File: src/rtl/fir_pkg.sv
// Shared types and sizing helpers for the sequential single-MAC FIR filter.
package fir_pkg;

    typedef enum logic [1:0] {
        IDLE,
        MAC,
        HOLD
    } fir_state_e;

    function automatic int fir_clog2(input int value);
        int result;
        result = 0;
        while ((1 << result) < value) result++;
        return result;
    endfunction

    // Wide enough that TAPS products of most-negative operands cannot overflow.
    function automatic int fir_aw(input int dw, input int cw, input int taps);
        return dw + cw + fir_clog2(taps);
    endfunction

endpackage

File: src/rtl/fir_mac_unit.sv
// Signed multiply-accumulate; clear takes priority over enable.
module fir_mac_unit #(
    parameter int DW = 16,
    parameter int CW = 16,
    parameter int AW = 36
) (
    input  logic                 clk,
    input  logic                 rst_i,
    input  logic                 clr_i,
    input  logic                 en_i,
    input  logic signed [DW-1:0] a_i,
    input  logic signed [CW-1:0] b_i,
    output logic signed [AW-1:0] acc_o
);

    logic signed [DW+CW-1:0] prod;
    logic signed [AW-1:0]    acc_q;
    logic signed [AW-1:0]    acc_d;

    always_comb begin
        prod  = (DW+CW)'(a_i) * (DW+CW)'(b_i);
        acc_d = acc_q;
        if (clr_i) begin
            acc_d = '0;
        end else if (en_i) begin
            acc_d = acc_q + {{(AW-DW-CW){prod[DW+CW-1]}}, prod};
        end
    end

    always_ff @(posedge clk) begin
        if (rst_i) begin
            acc_q <= '0;
        end else begin
            acc_q <= acc_d;
        end
    end

    assign acc_o = acc_q;

endmodule

File: src/rtl/fir_seq_mac.sv
// Time-multiplexed FIR: one tap per clock through a single MAC, loadable
// coefficient bank, circular delay line, valid/ready on both sides.
module fir_seq_mac
    import fir_pkg::*;
#(
    parameter int DW   = 16,
    parameter int CW   = 16,
    parameter int TAPS = 16,
    parameter int AW   = fir_aw(DW, CW, TAPS)
) (
    input  logic                         clk,
    input  logic                         rest,
    input  logic                         in_valid,
    output logic                         in_ready,
    input  logic signed [DW-1:0]         in_data,
    input  logic                         coef_we,
    input  logic [fir_clog2(TAPS)-1:0]   coef_addr,
    input  logic signed [CW-1:0]         coef_data,
    output logic                         coef_ready,
    output logic                         out_valid,
    input  logic                         out_ready,
    output logic signed [AW-1:0]         out_data
);

    localparam int PW = fir_clog2(TAPS);
    localparam int KW = fir_clog2(TAPS + 1);

    fir_state_e state_q, state_d;
    logic [PW-1:0] wr_ptr_q, wr_ptr_d;
    logic [PW-1:0] rd_q, rd_d;
    logic [KW-1:0] k_q, k_d;
    logic          out_valid_q, out_valid_d;
    logic signed [AW-1:0] out_data_q, out_data_d;

    logic signed [DW-1:0] dline_q [TAPS];
    logic signed [CW-1:0] coef_q  [TAPS];

    logic accept;
    logic coef_wr;
    logic mac_clr;
    logic mac_en;
    logic signed [AW-1:0] acc;

    assign coef_ready = (state_q == IDLE);
    assign in_ready   = (state_q == IDLE) && !coef_we;
    assign accept     = in_valid && in_ready;
    assign coef_wr    = coef_we && coef_ready && (int'(coef_addr) < TAPS);

    fir_mac_unit #(
        .DW (DW),
        .CW (CW),
        .AW (AW)
    ) u_mac (
        .clk   (clk),
        .rst_i (rest),
        .clr_i (mac_clr),
        .en_i  (mac_en),
        .a_i   (dline_q[rd_q]),
        .b_i   (coef_q[PW'(k_q)]),
        .acc_o (acc)
    );

    // k runs 0..TAPS-1 accumulating; the k==TAPS cycle only publishes acc.
    always_comb begin
        state_d     = state_q;
        wr_ptr_d    = wr_ptr_q;
        rd_d        = rd_q;
        k_d         = k_q;
        out_valid_d = out_valid_q;
        out_data_d  = out_data_q;
        mac_clr     = 1'b0;
        mac_en      = 1'b0;
        case (state_q)
            IDLE: begin
                if (accept) begin
                    state_d = MAC;
                    mac_clr = 1'b1;
                    k_d     = '0;
                    rd_d    = wr_ptr_q;
                end
            end
            MAC: begin
                if (k_q == KW'(TAPS)) begin
                    state_d     = HOLD;
                    out_data_d  = acc;
                    out_valid_d = 1'b1;
                    wr_ptr_d    = (wr_ptr_q == PW'(TAPS - 1)) ? '0 : wr_ptr_q + 1'b1;
                end else begin
                    mac_en = 1'b1;
                    k_d    = k_q + 1'b1;
                    rd_d   = (rd_q == '0) ? PW'(TAPS - 1) : rd_q - 1'b1;
                end
            end
            HOLD: begin
                if (out_ready) begin
                    out_valid_d = 1'b0;
                    state_d     = IDLE;
                end
            end
            default: state_d = IDLE;
        endcase
    end

    always_ff @(posedge clk) begin
        if (rest) begin
            state_q     <= IDLE;
            wr_ptr_q    <= '0;
            rd_q        <= '0;
            k_q         <= '0;
            out_valid_q <= 1'b0;
            out_data_q  <= '0;
            for (int unsigned i = 0; i < TAPS; i++) begin
                dline_q[i] <= '0;
                coef_q[i]  <= '0;
            end
        end else begin
            state_q     <= state_d;
            wr_ptr_q    <= wr_ptr_d;
            rd_q        <= rd_d;
            k_q         <= k_d;
            out_valid_q <= out_valid_d;
            out_data_q  <= out_data_d;
            if (coef_wr) coef_q[coef_addr] <= coef_data;
            if (accept)  dline_q[wr_ptr_q] <= in_data;
        end
    end

    assign out_valid = out_valid_q;
    assign out_data  = out_data_q;

endmodule
File: config.mk
export PLATFORM = sky130hd
export DESIGN_NAME = fir_seq_mac
export DESIGN_NICKNAME = d
export VERILOG_FILES = /design/src/rtl/fir_pkg.sv /design/src/rtl/fir_mac_unit.sv /design/src/rtl/fir_seq_mac.sv
export SDC_FILE = /design/constraint.sdc
export NUM_CORES = 2
export LEC_CHECK = 0
export BUFFER_PORTS_ARGS = -buffer_cell sky130_fd_sc_hd__buf_2
export CAP_MARGIN = 20
export CORE_MARGIN = 8
export CORE_UTILIZATION = 60
export DETAILED_ROUTE_END_ITERATION = 16
export PLACE_DENSITY_LB_ADDON = 0.08
export SLEW_MARGIN = 20
export SYNTH_ARGS = -nofsm -noshare
export SYNTH_HDL_FRONTEND = slang
export SYNTH_HIERARCHICAL = 1
export SYNTH_SLANG_ARGS = --single-unit
File: constraint.sdc
create_clock -name clk -period 9.45 [get_ports clk]
set_input_delay 1.4175 -clock clk [delete_from_list [all_inputs] [get_ports clk]]
set_output_delay 1.4175 -clock clk [all_outputs]
set_load 0.01 [all_outputs]
# Yosys cells after proc, flatten, opt, wreduce, memory -nomap -nowiden
# Memories as Yosys holds them, arrays and structs flattened. A register that Yosys moved wholly into a read port is not among the register bits.
# Cells that the tools add are included.
[word_totals]
register_bits = 88
ramBits = 512
out_inout_bits = 39
wordCells = 73
mem_count = 2
[memory_table]
columns = ["memory", "depth", "width", "read_ports", "rd_ports_with_merged_regs", "write_ports", "line_no", "text"]
rows = [
  ["coef_q", 16, 16, 1, 1, 16, "fir_seq_mac.sv:36", "logic signed [CW-1:0] coef_q [TAPS];"],
  ["dline_q", 16, 16, 1, 1, 16, "fir_seq_mac.sv:35", "logic signed [DW-1:0] dline_q [TAPS];"],
]
[op_classes]
addsub = 4
n_mul = 1
eq_ne = 8
mux = 36
n_reduce_logical = 15
[op_table]
columns = ["operator", "count"]
rows = [
  ["2-to-1 mux 4 bit", 10],
  ["adder 36 bit", 1],
  ["multiplier 16 x 16 -> 32 bit", 1],
  ["2-to-1 mux 16 bit", 2],
  ["OR reduction 16 bit", 2],
  ["2-to-1 mux 1 bit", 15],
  ["2-to-1 mux 5 bit", 2],
  ["case mux 5 bit (2 select lines)", 1],
  ["AND reduction 3 bit", 3],
  ["case mux 4 bit (2 select lines)", 1],
  ["2-to-1 mux 2 bit", 3],
  ["inequality test 2 bit (second input constant)", 3],
  ["case mux 2 bit (3 select lines)", 1],
  ["adder 5 x 1 -> 5 bit (second input constant)", 1],
  ["equality test 5 bit (second input constant)", 1],
  ["adder 4 x 1 -> 4 bit (second input constant)", 1],
  ["equality test 4 bit (second input constant)", 1],
  ["zero test 4 bit", 1],
  ["nonzero test 2 bit", 2],
  ["subtractor 4 x 1 -> 4 bit (second input constant)", 1],
  ["logical AND 1 bit", 3],
  ["equality test 2 x 1 -> 1 bit (second input constant)", 1],
  ["equality test 2 bit (second input constant)", 1],
  ["zero test 2 bit", 1],
  ["other kinds (5)", 5],
]

# Longest topological paths before layout
[depth]
word_depth = 8
ltp_mapped = 39

# Hierarchy
# Netlist, hierarchy kept.
[modules_own_cells]
columns = ["mod", "instances", "cells_per_inst", "area_each_um2", "seq_area_each_um2"]
rows = [
  ["fir_seq_mac", 1, 1824, 24461.0, 16575.9],
  ["fir_mac_unit", 1, 1443, 12843.6, 720.7],
]

# Worst setup path after synthesis
# Ideal clock, no wire load.
[synth_path]
kind = "reg2reg"
from = "reg with a tool-made name"
to = "reg u_mac.acc_q[35], in the netlist u_mac/acc_o[35]"
setup_ns = 0.072
arrival_time_ns = 8.585
required_time_ns = 9.378
setup_slack_ns = 0.793
stages_incl_launch_ff = 36
n_path_buf = 3
path_cell_list = "dfxtp_1 > buf_2 > buf_2 > mux4_2 > a22oi_1 > nand2_1 > clkbuf_1 > and2_1 > fa_1 > inv_1 > fa_1 > fa_1 > inv_1 > fa_1 > fa_1 > inv_1 > fa_1 > inv_1 > ha_1 > nand4_1 > o41ai_2 > a21oi_1 > or3b_1 > nor2b_1 > xnor2_1 > ha_1 > a21o_1 > a21oi_1 > o21a_1 > nor2_1 > a21oi_1 > nand3_1 > a31oi_1 > nand3_1 > a21oi_2 > mux2i_1"
[synth_rtl]
columns = ["element", "line_no", "text"]
rows = [
  ["end signal: assignment", "fir_mac_unit.sv:32", "acc_q <= '0;"],
  ["end signal: assignment", "fir_mac_unit.sv:34", "acc_q <= acc_d;"],
  ["end: declaration", "fir_mac_unit.sv:17", "logic signed [AW-1:0] acc_q;"],
]

==> impl_metrics.json <==
{
  "reg2regPathDepth": 35,
  "path_clk_slew_ns": 0.06,
  "crit_arrival_ns": 9.60,
  "grt_pass1_wl_mm": 146,
  "ctsHoldBuffers": 0,
  "grt_max_degree": 89,
  "status": "finished, final reports clean",
  "syn-num-nets": 3696,
  "p_total_uw": 14500,
  "ys.warnings.count": 6,
  "wirelength_mm": 93.9,
  "max_slew_margin_pct": 33.4,
  "cp_common_cell": "fa_1",
  "synth_top_area_cell": "edfxtp_1",
  "slew_viol_final": 0,
  "syn-cell-area_um2": 37300,
  "drtPass1Iterations": 5,
  "start_util_pct": 60.6,
  "grt_overflow": 0,
  "max_freq_ghz": 0.110,
  "drive_gt1_share_pct": 14.1,
  "vdd_drop_max_v": 0.000452,
  "hold_path_depth": 2,
  "grt_pass1_vias": 26300,
  "yosysSeqAreaShare_pct": 46.4,
  "via_count": 25100,
  "syn_inst": 3267,
  "antenna_found_initial": 0,
  "worstMarginPinSlew_ns": 0.999,
  "p_sw_uw": 6130,
  "synth-async-reset-ratio_pct": 0,
  "dieArea_um2": 70400,
  "ios": 80,
  "clkPwrFrac_pct": 17.5,
  "power_density_nw_per_um2": 351,
  "start_kind": "flop",
  "ff2ff_setup_slack_ns": 0.39,
  "combinationalPowerShare_pct": 61.4,
  "area_growth_pct": 10.7,
  "synth-seq-cells": 608,
  "htree_levels": 3,
  "cts-root-buf": "clkbuf_16",
  "crit_type": "reg2reg",
  "finalCritPeriodShare_pct": 95.8,
  "drt-vias-per-instance": 5.91,
  "clkSinkCount": 608,
  "finalNetCount": 3781,
  "whs_endpoint": "out_data[12]",
  "r2r_end": "u_mac/acc_o[35]",
  "swShare_pct": 42.2,
  "p_leak_uw": 0.0165,
  "io_buffers": 79,
  "synth_edf_count": 512,
  "p_seq_share_pct": 21.2,
  "p_int_uw": 8380,
  "drv_cap": 0,
  "hold_path_startpoint": "out_data[12]",
  "syn_area_per_cell_um2": 11.4,
  "fin_skew_ns": 0.0288,
  "critical_path_buf_inv_count": 7,
  "synthFlopType": "edfxtp_1",
  "setup_viol": 0,
  "critPathMaxFanout": 32,
  "core_um2": 61600,
  "num-fill-cells": 4663,
  "gp_congestion": 0.884,
  "clock_path_buffers": 3,
  "cp_top_family": "adder cells",
  "die_y_um": 265,
  "slowest_delay_ns": 0.55,
  "crit_path_top_delay_cell": "mux4_2",
  "hold_viol": 0,
  "drc": 0,
  "cts_tree": "built",
  "ant_nets": 0,
  "endpoint_kind": "flop",
  "ys_types": 82,
  "hp-class": "reg2reg",
  "num_rows": 91,
  "dpl_cell_area_um2": 38900,
  "cts_buffers": 67,
  "final_cell_area_um2": 41300,
  "wl_per_cell_um": 22.1,
  "cp.depth": 35,
  "die_w_um": 265,
  "yosysTopAreaCellShare_pct": 41.2,
  "cp.required_ns": 9.99,
  "post-route-min-period_ns": 9.06,
  "clock_latency_ns": 0.62,
  "grt_usage_pct": 26.8,
  "initialDrtViolationCount": 2258,
  "whs_ns": 0.449,
  "final.setup.tns_ns": 0,
  "hpwl_mm": 63.1,
  "synthTopCellsByArea": "edfxtp_1, fa_1, mux4_2"
}
-- synth_stat cells (3+ instances only) --
cell,number
a211o_1,5
a211oi_1,13
a21o_1,60
a21o_2,3
a21oi_1,99
a22oi_1,64
a31oi_1,8
a41oi_1,3
and2_1,131
and3_1,8
buf_1,16
buf_2,33
buf_4,8
clkbuf_1,110
dfxtp_1,96
edfxtp_1,512
fa_1,263
ha_1,125
inv_1,312
mux2i_1,24
mux4_2,128
nand2_1,389
nand2_2,5
nand2b_1,10
nand3_1,15
nand3b_1,7
nand4_1,11
nor2_1,604
nor2b_1,15
nor3_1,15
o211ai_1,6
o21a_1,16
o21ai_0,27
o21ba_2,3
o21bai_1,3
or2_2,4
or3_1,3
xnor2_1,46
xor2_1,17
-- layer usage --
metal  global-route usage (%)  up-vias  wire, um  part of all wire (%)
met2                     45.7     1047     47000                    50
met1                     35.0    12600     36400                    39
li1                         -    11200         -                     -
met5                        0        -         0                     0
met3                     4.76      181      7750                   8.3
met4                     8.59        0      2780                   3.0
-- power by group through the flow --
stage	Combinational, uW	Clock, uW	Sequential [uW]
2_1_floorplan	6660	0	3100
3_3_place_gp	8540	0	3120
3_5_place_dp	8750	0	3130
4_1_cts	8800	2560	3070
5_1_grt	9970	2670	3080
6_report	8910	2540	3070
-- placed cells by master, fill, tap and decap left out, types with 7 or more instances in the layout --
master	n
nor2_1	602
buf_2	79
edfxtp_1	512
nand3b_1	7
a21oi_1	98
nor3_1	15
xor2_1	17
buf_4	92
nand2_4	7
a211oi_1	12
dfxtp_1	92
nor2b_1	15
a31oi_1	7
clkbuf_1	20
and2_1	130
clkbuf_16	69
o21ai_0	26
mux2i_1	24
nand2_1	375
nand2_2	13
nand4_1	11
ha_1	125
o21a_1	16
and3_1	8
fa_1	263
a22oi_1	51
mux4_2	128
xnor2_1	46
nand3_1	14
inv_1	310
nand2b_1	10
clkinv_1	12
a22oi_2	13
buf_12	8
a21o_1	60
-- how the worst max path moves through the flow --
stage / start / to / slack, ns
2_1_floorplan: flop / u_mac/acc_o[35] / 0.79
3_3_place_gp: flop / u_mac/acc_o[35] / 0.24
3_5_place_dp: flop / u_mac/acc_o[35] / 0.16
4_1_cts: flop / u_mac/acc_o[35] / 0.13
5_1_grt: flop / u_mac/acc_o[35] / -0.01
6_report: flop / u_mac/acc_o[35] / 0.39
-- registers in the layout, indices dropped and copies added (netlist names), 2 cells and up, named ones only --
signal / flops
k_q: 5
u_mac/acc_o: 36
state_q: 2
coef_q: 256
out_data: 36
dline_q: 256
rd_q: 4
wr_ptr_q: 4
-- layout make-up --
| class | instances | area, um^2 | share of cell area [%] |
|---|---|---|---|
| multi-input cells | 2177 | 18300 | 44.3 |
| clock buffers | 89 | 1790 | 4.33 |
| inverters | 313 | 1180 | 2.86 |
| diodes | 1 | 2.50 | 0.00606 |
| repair buffers | 185 | 1360 | 3.29 |
| flip-flops and latches | 608 | 17300 | 41.9 |
| well taps | 837 | 1050 | 2.54 |
| clock inverters | 29 | 317 | 0.766 |
-- per-stage QoR --
stage / utilization [%] / std cells / worst slack (ns)
floorplan: - / 3267 / 0.793
global placement: 63.2 / 4109 / 0.239
detailed placement: 63.2 / 4109 / 0.161
CTS: 66.6 / 4227 / 0.130
global route: 67.0 / 4238 / -0.0125
finish: 67.1 / 4239 / 0.392
-- worst register-to-register path: cells and delay by family (launching register included) --
family / cells / cell delay (ns)
AND/OR/NAND/NOR: 6 / 0.92
multiplexers: 2 / 0.77
adder cells (fa/ha/maj): 8 / 3.61
XOR/XNOR: 1 / 0.15
AO/OA/AOI/OAI: 11 / 2.32
buffers and inverters: 7 / 0.84
flip-flops: 1 / 0.39
-- cell families (layout without fill, tap and decap cells) --
logic type                 Yosys count  count (layout)  synth area share, %
AOI/OAI and AO/OA                  339             339                 6.23
buffers and inverters              482             616                 5.09
DFF                                608             608                 46.4
xor gates and xnor gates            63              63                 1.48
muxes                              153             153                 8.40
other                                0               1                    0
and+or+nand+nor                   1234            1234                 14.1
adders and majority gates          388             388                 18.3
-- timing repair --
item / CTS / global route
buffers inserted: 0 / 10
gates resized for setup: 0 / 45
endpoints found under the setup margin: 0 / 12
No activity file was read; power rests on OpenSTA's default activity.
